[src/rtl/seq_chk_pkg.sv]
`default_nettype none
// ============================================================================
// Module      : seq_chk_pkg
// Description : Shared constants and elaboration-time helpers for the
//               serial pattern detector seq_chk_fsm.
//               - default pattern length and pattern value
//               - clog2 state-width function
//               - mismatch-fallback (KMP failure) table generator
//               - overlap restart length (longest proper border of pattern)
//               Pattern bit i is counted from the MSB, i.e. bit 0 is the
//               first bit seen on the serial line.
// Revision    : 1.0 - initial release
// ============================================================================
package seq_chk_pkg;

    localparam int          c_seq_len_default     = 5;
    localparam logic [4:0]  c_seq_pattern_default = 5'b10010;
    localparam int          c_seq_len_max         = 16;

    // One fallback target per MATCHED_k state, k = 0..15; 5 bits covers 0..16.
    typedef logic [c_seq_len_max-1:0][4:0] fail_tbl_t;

    function automatic int clog2(input int value);
        int res;
        res = 0;
        while ((1 << res) < value) begin
            res = res + 1;
        end
        return res;
    endfunction

    // Bit i of the pattern in arrival order.
    function automatic logic pat_bit(input logic [15:0] pat, input int len, input int i);
        return pat[len-1-i];
    endfunction

    // Pattern reversed so that index i holds the i-th received bit.
    function automatic logic [15:0] pat_in_order(input logic [15:0] pat, input int len);
        logic [15:0] res;
        res = '0;
        for (int i = 0; i < len; i++) begin
            res[i] = pat_bit(pat, len, i);
        end
        return res;
    endfunction

    // For every MATCHED_k, the state reached when din mismatches pattern bit k:
    // the longest suffix of (first k pattern bits + inverted bit k) that is
    // also a pattern prefix. Computed by brute force at elaboration time.
    function automatic fail_tbl_t seq_chk_fail_table(input logic [15:0] pat, input int len);
        fail_tbl_t   tbl;
        logic [16:0] seen;
        int          best;
        logic        ok;
        tbl = '0;
        for (int k = 0; k < len; k++) begin
            seen = '0;
            for (int m = 0; m < k; m++) begin
                seen[m] = pat_bit(pat, len, m);
            end
            seen[k] = ~pat_bit(pat, len, k);
            best = 0;
            for (int j = k; j >= 1; j--) begin
                if (best == 0) begin
                    ok = 1'b1;
                    for (int i = 0; i < j; i++) begin
                        if (seen[k+1-j+i] != pat_bit(pat, len, i)) begin
                            ok = 1'b0;
                        end
                    end
                    if (ok) begin
                        best = j;
                    end
                end
            end
            tbl[k] = 5'(best);
        end
        return tbl;
    endfunction

    // Length of the longest proper suffix of the pattern that is also a prefix.
    function automatic int seq_chk_overlap_len(input logic [15:0] pat, input int len);
        int   best;
        logic ok;
        best = 0;
        for (int j = len - 1; j >= 1; j--) begin
            if (best == 0) begin
                ok = 1'b1;
                for (int i = 0; i < j; i++) begin
                    if (pat_bit(pat, len, len - j + i) != pat_bit(pat, len, i)) begin
                        ok = 1'b0;
                    end
                end
                if (ok) begin
                    best = j;
                end
            end
        end
        return best;
    endfunction

endpackage : seq_chk_pkg
`default_nettype wire

[src/rtl/seq_chk_fsm.sv]
`default_nettype none
// ============================================================================
// Module      : seq_chk_fsm
// Description : Moore-FSM serial bit-pattern detector. One bit of din is
//               sampled per rising clk edge; success_flag is high for one
//               cycle whenever the last SEQ_LEN bits equal SEQ_PATTERN
//               (MSB received first).
// Ports       : clk          - system clock, rising edge
//               rst          - synchronous active-high reset
//               din          - serial data input
//               success_flag - one-cycle detection pulse, decoded from state
// Build macro : SEQ_CHK_OVERLAP_EN - when defined, a found pattern's border is
//               reused for the next match (overlapping detection); otherwise
//               detection restarts from IDLE after each hit.
// Revision    : 1.0 - initial release
// ============================================================================
module seq_chk_fsm
    import seq_chk_pkg::*;
#(
    parameter int                 SEQ_LEN     = c_seq_len_default,
    parameter logic [SEQ_LEN-1:0] SEQ_PATTERN = c_seq_pattern_default
)(
    input  logic clk,
    input  logic rst,
    input  logic din,
    output logic success_flag
);

    localparam int W = clog2(SEQ_LEN + 1);

    // State encoding: binary count of matched prefix bits; SEQ_LEN means FOUND.
    localparam logic [W-1:0] c_st_idle  = '0;
    localparam logic [W-1:0] c_st_found = W'(SEQ_LEN);

    localparam logic [15:0] c_pat_order = pat_in_order(16'(SEQ_PATTERN), SEQ_LEN);
    localparam fail_tbl_t   c_fail      = seq_chk_fail_table(16'(SEQ_PATTERN), SEQ_LEN);

`ifdef SEQ_CHK_OVERLAP_EN
    localparam logic [W-1:0] c_resume = W'(seq_chk_overlap_len(16'(SEQ_PATTERN), SEQ_LEN));
`else
    localparam logic [W-1:0] c_resume = c_st_idle;
`endif

    logic [W-1:0] r_state;
    logic [W-1:0] w_state_next;
    logic [W-1:0] w_cur;

    always_ff @(posedge clk) begin
        if (rst) begin
            r_state <= c_st_idle;
        end else begin
            r_state <= w_state_next;
        end
    end

    // FOUND behaves like the restart state for the bit sampled on this edge,
    // so a single matched/mismatched decision covers every state.
    always_comb begin
        w_cur        = r_state;
        w_state_next = c_st_idle;
        if (r_state == c_st_found) begin
            w_cur = c_resume;
        end
        if (din == c_pat_order[w_cur]) begin
            w_state_next = w_cur + W'(1);
        end else begin
            w_state_next = W'(c_fail[w_cur]);
        end
    end

    assign success_flag = (r_state == c_st_found);

endmodule : seq_chk_fsm
`default_nettype wire

[config.mk]
export PLATFORM = sky130hd
export DESIGN_NAME = seq_chk_fsm
export DESIGN_NICKNAME = d
export VERILOG_FILES = /design/src/rtl/seq_chk_pkg.sv /design/src/rtl/seq_chk_fsm.sv
export SDC_FILE = /design/constraint.sdc
export NUM_CORES = 1
export LEC_CHECK = 0
export ABC_AREA = 1
export CORE_AREA = 8 8 45 47
export CTS_CLUSTER_DIAMETER = 50
export DETAILED_ROUTE_END_ITERATION = 12
export DIE_AREA = 0 0 53 55
export PLACE_DENSITY_LB_ADDON = 0.25
export SETUP_SLACK_MARGIN = 0.4
export SLEW_MARGIN = 40
export SYNTH_ARGS = -nofsm -noshare
export SYNTH_HDL_FRONTEND = slang
export SYNTH_SLANG_ARGS = --single-unit
[constraint.sdc]
create_clock -name clk -period 1 [get_ports clk]
set_input_delay 0.2 -clock clk [delete_from_list [all_inputs] [get_ports clk]]
set_output_delay 0.2 -clock clk [all_outputs]
set_load 0.005 [all_outputs]
After elaboration in Yosys (flattened, before gate mapping)
Memories as Yosys holds them, arrays and structs flattened.
Cells that the tools add are included.

operators by class
  $add $sub $neg = 1
  $lt $le $gt $ge = 1
  bitwise gates (word level) = 0
  muxes and demuxes = 4
  div/mod/pow operators = 0
  multipliers = 0
  shift-type cells = 0
  equality and inequality tests = 2
  reductions and logical operators = 0

operator list
  cell                                                count
  two-way mux 3 bit                                   3
  < comparator 3 x 5 -> 1 bit, second input constant  1
  adder 3 x 1 -> 3 bit, second input constant         1
  == test 3 bit, second input constant                1
  == test 1 bit                                       1
  two-way mux 1 bit                                   1

word-level totals
  logic and storage cells = 11
  memories kept = 2
  bits in read-only memories = 48
  latch bits = 0
  input port bits = 3
  output and inout port bits = 1
  flip-flop bits (word level) = 3
  bits in writable memories = 0

memories
  memory           words  width  read ports  clocked after Yosys merged registers in  write ports  line               RTL
  (no name shown)  8      5      1           0                                        0            seq_chk_fsm.sv:67  w_state_next = W'(c_fail[w_cur]);
  (no name shown)  8      1      1           0                                        0            seq_chk_fsm.sv:64  if (din == c_pat_order[w_cur]) begin

Logic depth before layout (Yosys ltp)
Gate-level depths: netlist of the first run.

  depth after elaboration = 6
  mapped depth = 7
  mapped depth without buffers = 7

Worst setup path before layout of the first run
No wires, ideal clock.

  kind = register to register
  start = reg r_state[1]
  end = reg r_state[0]
  required time = 0.886 ns
  data arrival time = 0.812 ns
  clock period less this slack = 0.926 ns
  setup time = 0.114 ns
  setup slack = 0.074 ns
  buffers on the path = 0
  stages on the path, launching flop included = 6
  cells stage by stage = dfxtp_1 -> o21bai_2 -> nand2_2 -> nand3_1 -> nand4_1 -> nand2_1

on the way
  word-level cells in the longest chain between the ends = 6
  elaborated cells on any way between the ends = 9
  classes of those cells = 1 x add/sub; 2 x eq/ne; 4 x mux; 2 x memory

ends and longest elaborated chain
  what                                     line               RTL
  start: declaration                       seq_chk_fsm.sv:44  logic [W-1:0] r_state;
  start signal: assignment                 seq_chk_fsm.sv:50  r_state <= c_st_idle;
  start signal: assignment                 seq_chk_fsm.sv:52  r_state <= w_state_next;
  == test 3 bit                            seq_chk_fsm.sv:61  if (r_state == c_st_found) begin
  two-way mux 3 bit (*)                    seq_chk_fsm.sv:61
  memory read (8 x 1 bit)                  -
  two-way mux 1 bit (implied by the code)  seq_chk_fsm.sv:64
  == test 1 bit                            seq_chk_fsm.sv:64
  two-way mux 3 bit (*)                    seq_chk_fsm.sv:64

Every way passes the cells marked *; elsewhere a longest branch is shown, timed or not. The select of a mux whose other input is x is not followed.
A chain may end at the register's enable or synchronous reset.

Worst setup path after layout of the first run
  start = reg r_state[0]
  end = reg r_state[0]

Same word-level chain as after synthesis.

==> results by group, run 1 <==
Clocking
  • Clock-pin slew on the worst setup and hold paths: 40 ps
  • CTS tree: yes
  • TritonCTS Sinks: 3
  • Setup bufs post-CTS: 0
  • TritonCTS buffer count: 3
  • Clk_lat worst skew: 230 ps
  • CTS root buffer: clkbuf_4
  • CTS H-tree lvls: 1
  • Clk buf depth: 2

Final layout
  • Max FFs per register: 3
  • Area delta synth->final: 72.8%
  • Share of post-route cells with drive strength above 1: 0.568
  • Top reg by flops: r_state
  • Storage cell area: 63.8 sq um
  • Core Util, Final: 0.230
  • Top Registers: r_state: 3 flops
  • Cell area after layout: 318 sq um
  • # fillers: 153
  • Nets: 41
  • # diodes: 0
  • Multi-input logic area: 126 sq um

Power and ir drop
  • Worst vdd ir: around 0.66 mV
  • NetSw: about 0.00017 W
  • Net switching share of the total power: 0.306
  • Tot Pwr: 0.000560 W
  • Gate power share: 0.356
  • Internal power: 0.000389 W
  • Register share of total power: 0.271
  • Leak: 0.147 nW
  • Power Density: 1760 nW/um^2
  • Clk pwr share: 0.373

Logic synthesis
  • Gate Count Post-Synth: 26
  • Syn Nets: 29
  • Synth cell types: 15
  • Flops & latches, synth: 3
  • Syn. warnings: 0
  • Synth Cell Area: about 180 sq um
  • Syn Area/Cell: 7.07 sq um
  • Seq/Total Area, Yosys: 0.327

Timing
  • Setup TNS Final: -113 ps
  • Period minus WS final: 1050 ps
  • RSZ-0062 raised after global routing: true
  • Max Freq: 952 MHz
  • Endpoints failing hold: 0
  • Slew of the pin with the lowest slew margin: 164 ps
  • Final setup fails: 3
  • Final Skew: ~1.1 ps
  • Worst slew margin: 0.889
  • Final setup margin: -50.0 ps
  • Max-slew violations: 0
  • Tcrit/Tclk final: 1.05

Global route
  • Gr usage total: 0.0388
  • Global route overflow: 0
  • Global-route wire length before repair: about 770 um
  • Vias in the first global route: 204
  • Pin count of the biggest net entering global routing: 6
  • Initial antenna violation count: 0

Die
  • Core area: 1380 sq um
  • # rows: 14
  • Die Y: between 50 and 60 um
  • Initial Utilization: 0.133
  • Full die area: 2920 sq um
  • IO Pins: 4
  • Die span in x: 53 um

Critical path
  • Setup crit start kind: register
  • CP Cell Sequence: inv_2, buf_6, o21bai_4, nand2_2, nand2_2, nand2_2, nand4_1, nand2_1
  • Setup Crit Path Kind: reg2reg
  • Top delay family on crit path: simple AND/OR/NAND/NOR gates
  • Worst path max stage delay: 320 ps
  • Critical path buffer and inverter count: 2
  • WP data required: 1120 ps
  • Crit-path slowest cell: dfxtp_2
  • Worst Path Max Fanout: 3
  • WP data arrival: 1170 ps
  • Most used cell, CP: nand2_2
  • CP Capture Type: register

Routing
  • DRT Wirelength: around 440 um
  • ANT nets after route: 0
  • Total vias in the final route: between 150 and 200
  • Wire per inst: 8.25 um
  • Routed vias/inst: 3.70
  • Initial DRC Count: 0
  • 1st-pass router iterations: 1
  • Drt drc: 0

Worst hold path
  • Hold/Removal Path Class: in2reg

Place
  • RePlAce Congestion: 0.712
  • Post-DP Area: 284 sq um
  • PortBufs: 3
  • Worst slack at placement: -233 ps

Job
  • Max cap viols: 0

Outcome
  • Status: complete, but fails checks
  • Failing checks: setup timing
-- metal layers --
layer / up-vias / wire length [um] / track usage
li1: 109 / - / -
met1: 84 / 196 / 0.0303
met2: 3 / 196 / 0.0547
met3: 0 / 44 / 0.0374
met4: 0 / 0 / 0.0388
met5: - / 0 / 0
-- Yosys cell counts, drive strengths merged --
cell type	number	area, sq um
inv	5	18.8
dfxtp	3	60.1
o21bai	1	11.3
a21oi	2	10.0
nand4	2	12.5
nand3	3	20.0
nor3	1	5.00
nor2	2	10.0
o21ai	2	10.0
nand2	5	26.3
-- cells by family after synthesis --
group | synth area share
buffers and inverters | 0.102
AO/OA/AOI/OAI | 0.170
flip-flops | 0.327
AND/OR/NAND/NOR | 0.401
-- placed cells by master, fill, tap and decap left out, types with 2 or more instances in the layout --
master,n
buf_6,2
dfxtp_2,3
clkdlybuf4s50_1,2
nand4_1,2
clkbuf_4,3
nand3_2,2
buf_4,2
nand2_1,2
nand2_2,3
inv_1,4
a21oi_1,2
-- layout make-up --
class / count / share of cell area
multi-input combinational: 18 / 0.398
sequential: 3 / 0.201
timing repair buffer: 7 / 0.197
clock buffer: 4 / 0.0827
tap: 16 / 0.0630
inverter: 5 / 0.0591
-- repair_timing --
item / 4_1_cts / 5_1_grt
resized for setup: 7 / 0
setup endpoints to repair: 4 / 4
pin swaps: 2 / 0
cloned: 0 / 0
hold buffers: 0 / 0
-- tightest hold or removal path: cells and delay by family --
kind                   cells  cell delay, ps
buffers and inverters      1             460
and+or+nand+nor            2             170
-- power groups by stage --
stage	clock, W	combinational, W	sequential [W]
4_1_cts	0.000223	0.000202	0.000153
6_report	0.000209	0.000199	0.000152
3_3_place_gp	0	0.000189	0.000153
5_1_grt	0.000238	0.000215	0.000154
3_5_place_dp	0	0.000189	0.000153
2_1_floorplan	0	0.000116	0.000157
-- through the flow --
stage,instances,hold slack (ps)
after floorplan,26,339
after global placement,49,647
after CTS,53,639
after detailed placement,49,642
final,53,645
after global routing,53,640
-- worst paths after layout --
| check | endpoint | depth (start not counted) | slack, ps | start |
|---|---|---|---|---|
| max reg2reg | r_state[0] | 8 | -50 | r_state[0] |
| min reg2reg | r_state[0] | 4 | 650 | r_state[2] |
| max | r_state[0] | 8 | -50 | r_state[0] |
| min | r_state[0] | 3 | 640 | din |
Power figures use the tool's default switching activity.
==> run 2, diff against run 1 <==
--- a/config.mk
+++ b/config.mk
@@ -10,6 +10,7 @@
 export CTS_CLUSTER_DIAMETER = 50
 export DETAILED_ROUTE_END_ITERATION = 12
 export DIE_AREA = 0 0 53 55
+export HOLD_SLACK_MARGIN = 0.08
 export PLACE_DENSITY_LB_ADDON = 0.25
 export SETUP_SLACK_MARGIN = 0.4
 export SLEW_MARGIN = 40
==> results of run 2 <==
Final layout, timing and power as in run 1 (identical DEF).
==> run 3, diff against run 2 <==
--- a/config.mk
+++ b/config.mk
@@ -13,7 +13,6 @@
 export HOLD_SLACK_MARGIN = 0.08
 export PLACE_DENSITY_LB_ADDON = 0.25
 export SETUP_SLACK_MARGIN = 0.4
-export SLEW_MARGIN = 40
 export SYNTH_ARGS = -nofsm -noshare
 export SYNTH_HDL_FRONTEND = slang
 export SYNTH_SLANG_ARGS = --single-unit
==> results of run 3 <==
Final layout, timing and power as in run 1 (identical DEF).
==> edit 1 (config.mk and constraints of run 1) <==
Add a define of `SEQ_CHK_OVERLAP_EN`.
--- a/src/rtl/seq_chk_fsm.sv
+++ b/src/rtl/seq_chk_fsm.sv
@@ -14,6 +14,8 @@
 //               detection restarts from IDLE after each hit.
 // Revision    : 1.0 - initial release
 // ============================================================================
+`define SEQ_CHK_OVERLAP_EN
+
 module seq_chk_fsm
     import seq_chk_pkg::*;
 #(
Check against the original RTL: not equivalent (a bounded check fails within 10 cycles, from zero or initial values and one cycle with rst high).
==> edit 1 against run 1 <==
The run still ends with setup timing left; cell area up 39%; area after synthesis up 9.5%; sequential cell count unchanged; routed wire length up 32%; worst hold slack worse by 31 ps; setup slack worse by 160 ps; fmax down 13%; highest routed layer is now met4.
Power is not compared: it rests on default switching activity, and its combinational part moved more than twofold at a synthesized area within 25%.
==> edit 1: results (changes against run 1) <==
- The global routing usage on met3 is 0.802% (-2.9 points).
- Signal arrival time at the worst endpoint: 1370 ps (+200 ps)
* Net Count, Synth: 32 (+10%)
- Violations in the final reports: setup timing
- The area occupied by registers came to 62.6 µm² (-2.0%).
- Routed len/inst: 9.65 µm (+17%)
* Share of synthesized cell area in full adder, half adder and majority cells: 18.6% (+19 points)
- Met2 Track Usage GR: 7.23% (+1.8 points)
- The final clock skew came to 2.34 ps (+1.20 ps).
* Routed WL: 579 µm (+32%)
- The footprint of the multi-input gates was 176 µm² (+40%).
* Detailed router's first-iteration violation count: 4 (+4)
- The post-layout worst setup margin was -211 ps (-161 ps).
* Max-Slew Margin vs Limit: 88.0% (-0.96 points)
- Result of the run: finished, violations left
- Uppermost layer routed: met4
- Leading post-synthesis cells by instance count: sky130_fd_sc_hd__inv_1, sky130_fd_sc_hd__dfxtp_1, sky130_fd_sc_hd__ha_1, sky130_fd_sc_hd__nand2_2, sky130_fd_sc_hd__nand3_1
* Library cells used by synthesis: 10 (-5)
- Non-clk buf share: 29.9% (+10 points)
* Xor-xnor portion of the synthesized cell area: 4.35% (+4.3 points)
- Cells taking the most area after synthesis: sky130_fd_sc_hd__dfxtp_1, sky130_fd_sc_hd__ha_1, sky130_fd_sc_hd__inv_1
* Total of fill cells in the finished design: 156 (+2.0%)
- Area after detailed placement: 297 µm² (+4.4%)
- Number of gates resized after cts: 16 (+9)
- The worst slack at placement came to -325 ps (-91.8 ps).
* Mapped Avg Cell Area: 7.75 µm² (+9.5%)
* M1 GR Usage: 4.39% (+1.4 points)
- The final setup violation count came to 4 (+1).
- The total number of multi-input combinational cells was 17 (-1).
==> edit 1: report_power, final <==
part	internal (mW)	total (mW)	switching, mW
logic	0.377	0.696	0.319
registers	0.160	0.193	0.0331
clock network	0.149	0.205	0.0555
==> edit 1: worst paths after layout <==
check,startpoint,end,slack [ps],depth (start not counted)
worst min-delay path,rst,r_state[0],610,3
worst min register to register,r_state[1],r_state[2],670,3
worst max register to register,r_state[1],r_state[1],-210,8
worst max-delay path,r_state[1],r_state[1],-210,8
==> edit 1: critical path, cell delays in order (launching register included) <==
cell and delay, ps:
sky130_fd_sc_hd__dfxtp_2 320, sky130_fd_sc_hd__inv_2 50, sky130_fd_sc_hd__buf_6 110, sky130_fd_sc_hd__ha_4 230, sky130_fd_sc_hd__inv_4 70, sky130_fd_sc_hd__nand2_4 60, sky130_fd_sc_hd__nand2_4 60, sky130_fd_sc_hd__nand3b_1 110
sky130_fd_sc_hd__nor2_1 120
==> edit 2 (flow settings as in run 1) <==
Without the edit above. Register the output `success_flag`, cleared by the reset; this adds one clock of latency there. Comments in the files are not updated.
--- a/src/rtl/seq_chk_fsm.sv
+++ b/src/rtl/seq_chk_fsm.sv
@@ -68,7 +68,13 @@
         end
     end
 
-    assign success_flag = (r_state == c_st_found);
+    always_ff @(posedge clk) begin
+        if (rst) begin
+            success_flag <= '0;
+        end else begin
+            success_flag <= (r_state == c_st_found);
+        end
+    end
 
 endmodule : seq_chk_fsm
 `default_nettype wire
Check against the original RTL: not equivalent (Yosys sat finds a counterexample within 10 cycles, from zero or initial values and one cycle with rst high).
==> edit 2 against run 1 <==
Count of clock-buffer cells in the layout down 1; area after synthesis grew 12%; cell area shrank 2.0%; power grew 2.1%; sequential cell count is 1 higher; routed wire length increased by 3.9%; setup slack better by 82 ps; first-iteration DRC count rose by 1; largest power group is now registers.
==> edit 2: results (changes against run 1) <==
- Port Buffers: 3 (unchanged)
* Post-route worst hold slack: 294 ps (-350 ps)
- The share of layout cells above drive strength 1 was 57.1% (+0.39 points).
* Net switching power figure: 0.175 mW (+1.9%)
- Clock input transition at the sequential cells of the worst setup and hold paths: 40 ps (about the same)
- The power in combinational cells came to 0.176 mW (-12%).
- The clock network latency to the later pin of the worst-skew pair was 230 ps (about the same).
* Reg2reg start: r_state[2]
- The sequential cell power is 0.201 mW (+32%).
* Count of TritonRoute iterations in the first routing pass: 3 (+2)
- Half-perimeter wire length after placement: 379 µm
- The portion of the post-synthesis area used by sequential elements was 39.0% (+6.4 points).
- The worst register-to-register path ends at r_state[0].
- The largest fanout on the critical path came to 6 (+3).
- The worst vdd rail ir drop came to 0.000613 V (-6.6%).
* Number of gates resized after cts: 6 (-1)
- The iteration-0 DRC count of the detailed router is 1 (+1).
- The commonest cells after synthesis are sky130_fd_sc_hd__dfxtp_1, sky130_fd_sc_hd__inv_1, sky130_fd_sc_hd__nand2_1, sky130_fd_sc_hd__nand2_2, sky130_fd_sc_hd__nand4_1.
* Clock Tree Root: sky130_fd_sc_hd__clkbuf_4
- Yosys attributes the largest share of cell area to sky130_fd_sc_hd__dfxtp_1, sky130_fd_sc_hd__nand2_2, sky130_fd_sc_hd__nand4_1.
- Final net count: 40 (-2.4%)
- Largest registers in the final layout: r_state (3), success_flag (1)
- The worst hold path stage count came to 2 (-1).
* Worst Min Path Start: rst
- Maximum buffer depth of the clock tree: 2 (unchanged)
* WHS Endpoint: success_flag
- The routability-driven placement congestion ratio was 0.726 (+1.9%).
* Maximum clock skew at final layout: 4.47 ps (+3.34 ps)
* Switching part of the total power: 30.6% (-0.057 points)
* Flop-to-flop setup slack: 30 ps (+80 ps)
* Post-CTS Setup Inserts: 1 (+1)
- Proportion of register bits with asynchronous set or reset after synthesis: 0% (unchanged)
- Result of the run: complete, no violations
* Number of buffers created by CTS: 3 (unchanged)
- The count of inserted antenna diode cells is 0 (unchanged).
- Path class of the lowest-slack min-delay path: input port to register
- Leakage power summed over all cells: 0.139 nW (-5.3%)
- The maximum number of pins on one net before global-route repair came to 7 (+1).
- Syn. warnings: 0 (unchanged)
- # H-tree levels: 1 (unchanged)
* Setup violators final: 0 (-3)
* Library cells used by synthesis: 15 (unchanged)
- The arrival time of data at the critical path endpoint is 1080 ps (-90 ps).
- Net Count, Synth: 30 (+3.4%)
* Number of vias per cell: 3.96 (+7.1%)
- The global-route wire length before repair was 821 µm (+7.3%).
- The via count of the first global-routing pass was 226 (+11%).
* Global Route Usage Sum: 3.71% (-0.16 points)
- R2r worst-path depth: 6 (-2)
* Top flip-flop cell by instance count after synthesis: sky130_fd_sc_hd__dfxtp_1
* Max-Slew Margin vs Limit: 86.1% (-2.9 points)
- Area after detailed placement: 275 µm² (-3.1%)
- Total of fill cells in the finished design: 157 (+2.6%)
* Number of antenna violations at the first check in global routing: 0 (unchanged)
- Post-placement worst setup slack: -137 ps (+96.3 ps)
- Routed len/inst: 8.90 µm (+8.0%)
==> edit 2: cells by family (layout without fill, tap and decap cells) <==
kind of cell           Yosys count  after routing  share of synthesized area, %
and+or+nand+nor                 14             14                          39.0
DFF                              4              4                          39.0
AOI/OAI and AO/OA                4              4                          12.8
buffers and inverters            5             13                          9.14
==> edit 2: worst max-delay path by stage <==
stage                         endpoint         start  depth (start not counted)  slack (ps)
after CTS                 success_flag  success_flag                          1          20
after global placement      r_state[0]           din                          5        -120
final                       r_state[0]    r_state[2]                          6          30
after floorplan             r_state[0]    r_state[0]                          7         110
after detailed placement    r_state[0]           din                          5        -140
after global routing        r_state[0]    r_state[1]                          6         -50
==> edit 2: worst max-delay path, stage by stage (launching register included) <==
cell	delay, ps
sky130_fd_sc_hd__dfxtp_4	360
sky130_fd_sc_hd__o21bai_4	150
sky130_fd_sc_hd__nand2_2	80
sky130_fd_sc_hd__nand2_2	70
sky130_fd_sc_hd__nand2_2	60
sky130_fd_sc_hd__nand4_1	70
sky130_fd_sc_hd__nand2_1	60
==> edit 2: area by class of cell <==
type / instances / area (µm²) / share of cell area, %
multi-input combinational: 18 / 123 / 39.4
tap: 16 / 20.0 / 6.43
sequential: 4 / 87.6 / 28.1
clock buffer: 3 / 22.5 / 7.23
timing repair buffer: 5 / 37.5 / 12.0
inverter: 5 / 21.3 / 6.83
==> edit 2: routing by layer <==
| layer | GRT usage [%] | wire, µm |
|---|---|---|
| met1 | 3.03 | 173 |
| met5 | 0 | 0 |
| met4 | 0 | 0 |
| met3 | 2.41 | 19 |
| met2 | 7.62 | 261 |
==> edit 2: per-stage QoR <==
stage	util (%)	std cells
after floorplan	-	27
after global placement	19.9	46
after detailed placement	19.9	46
after CTS	22.2	50
after global routing	22.5	51
final	22.5	51
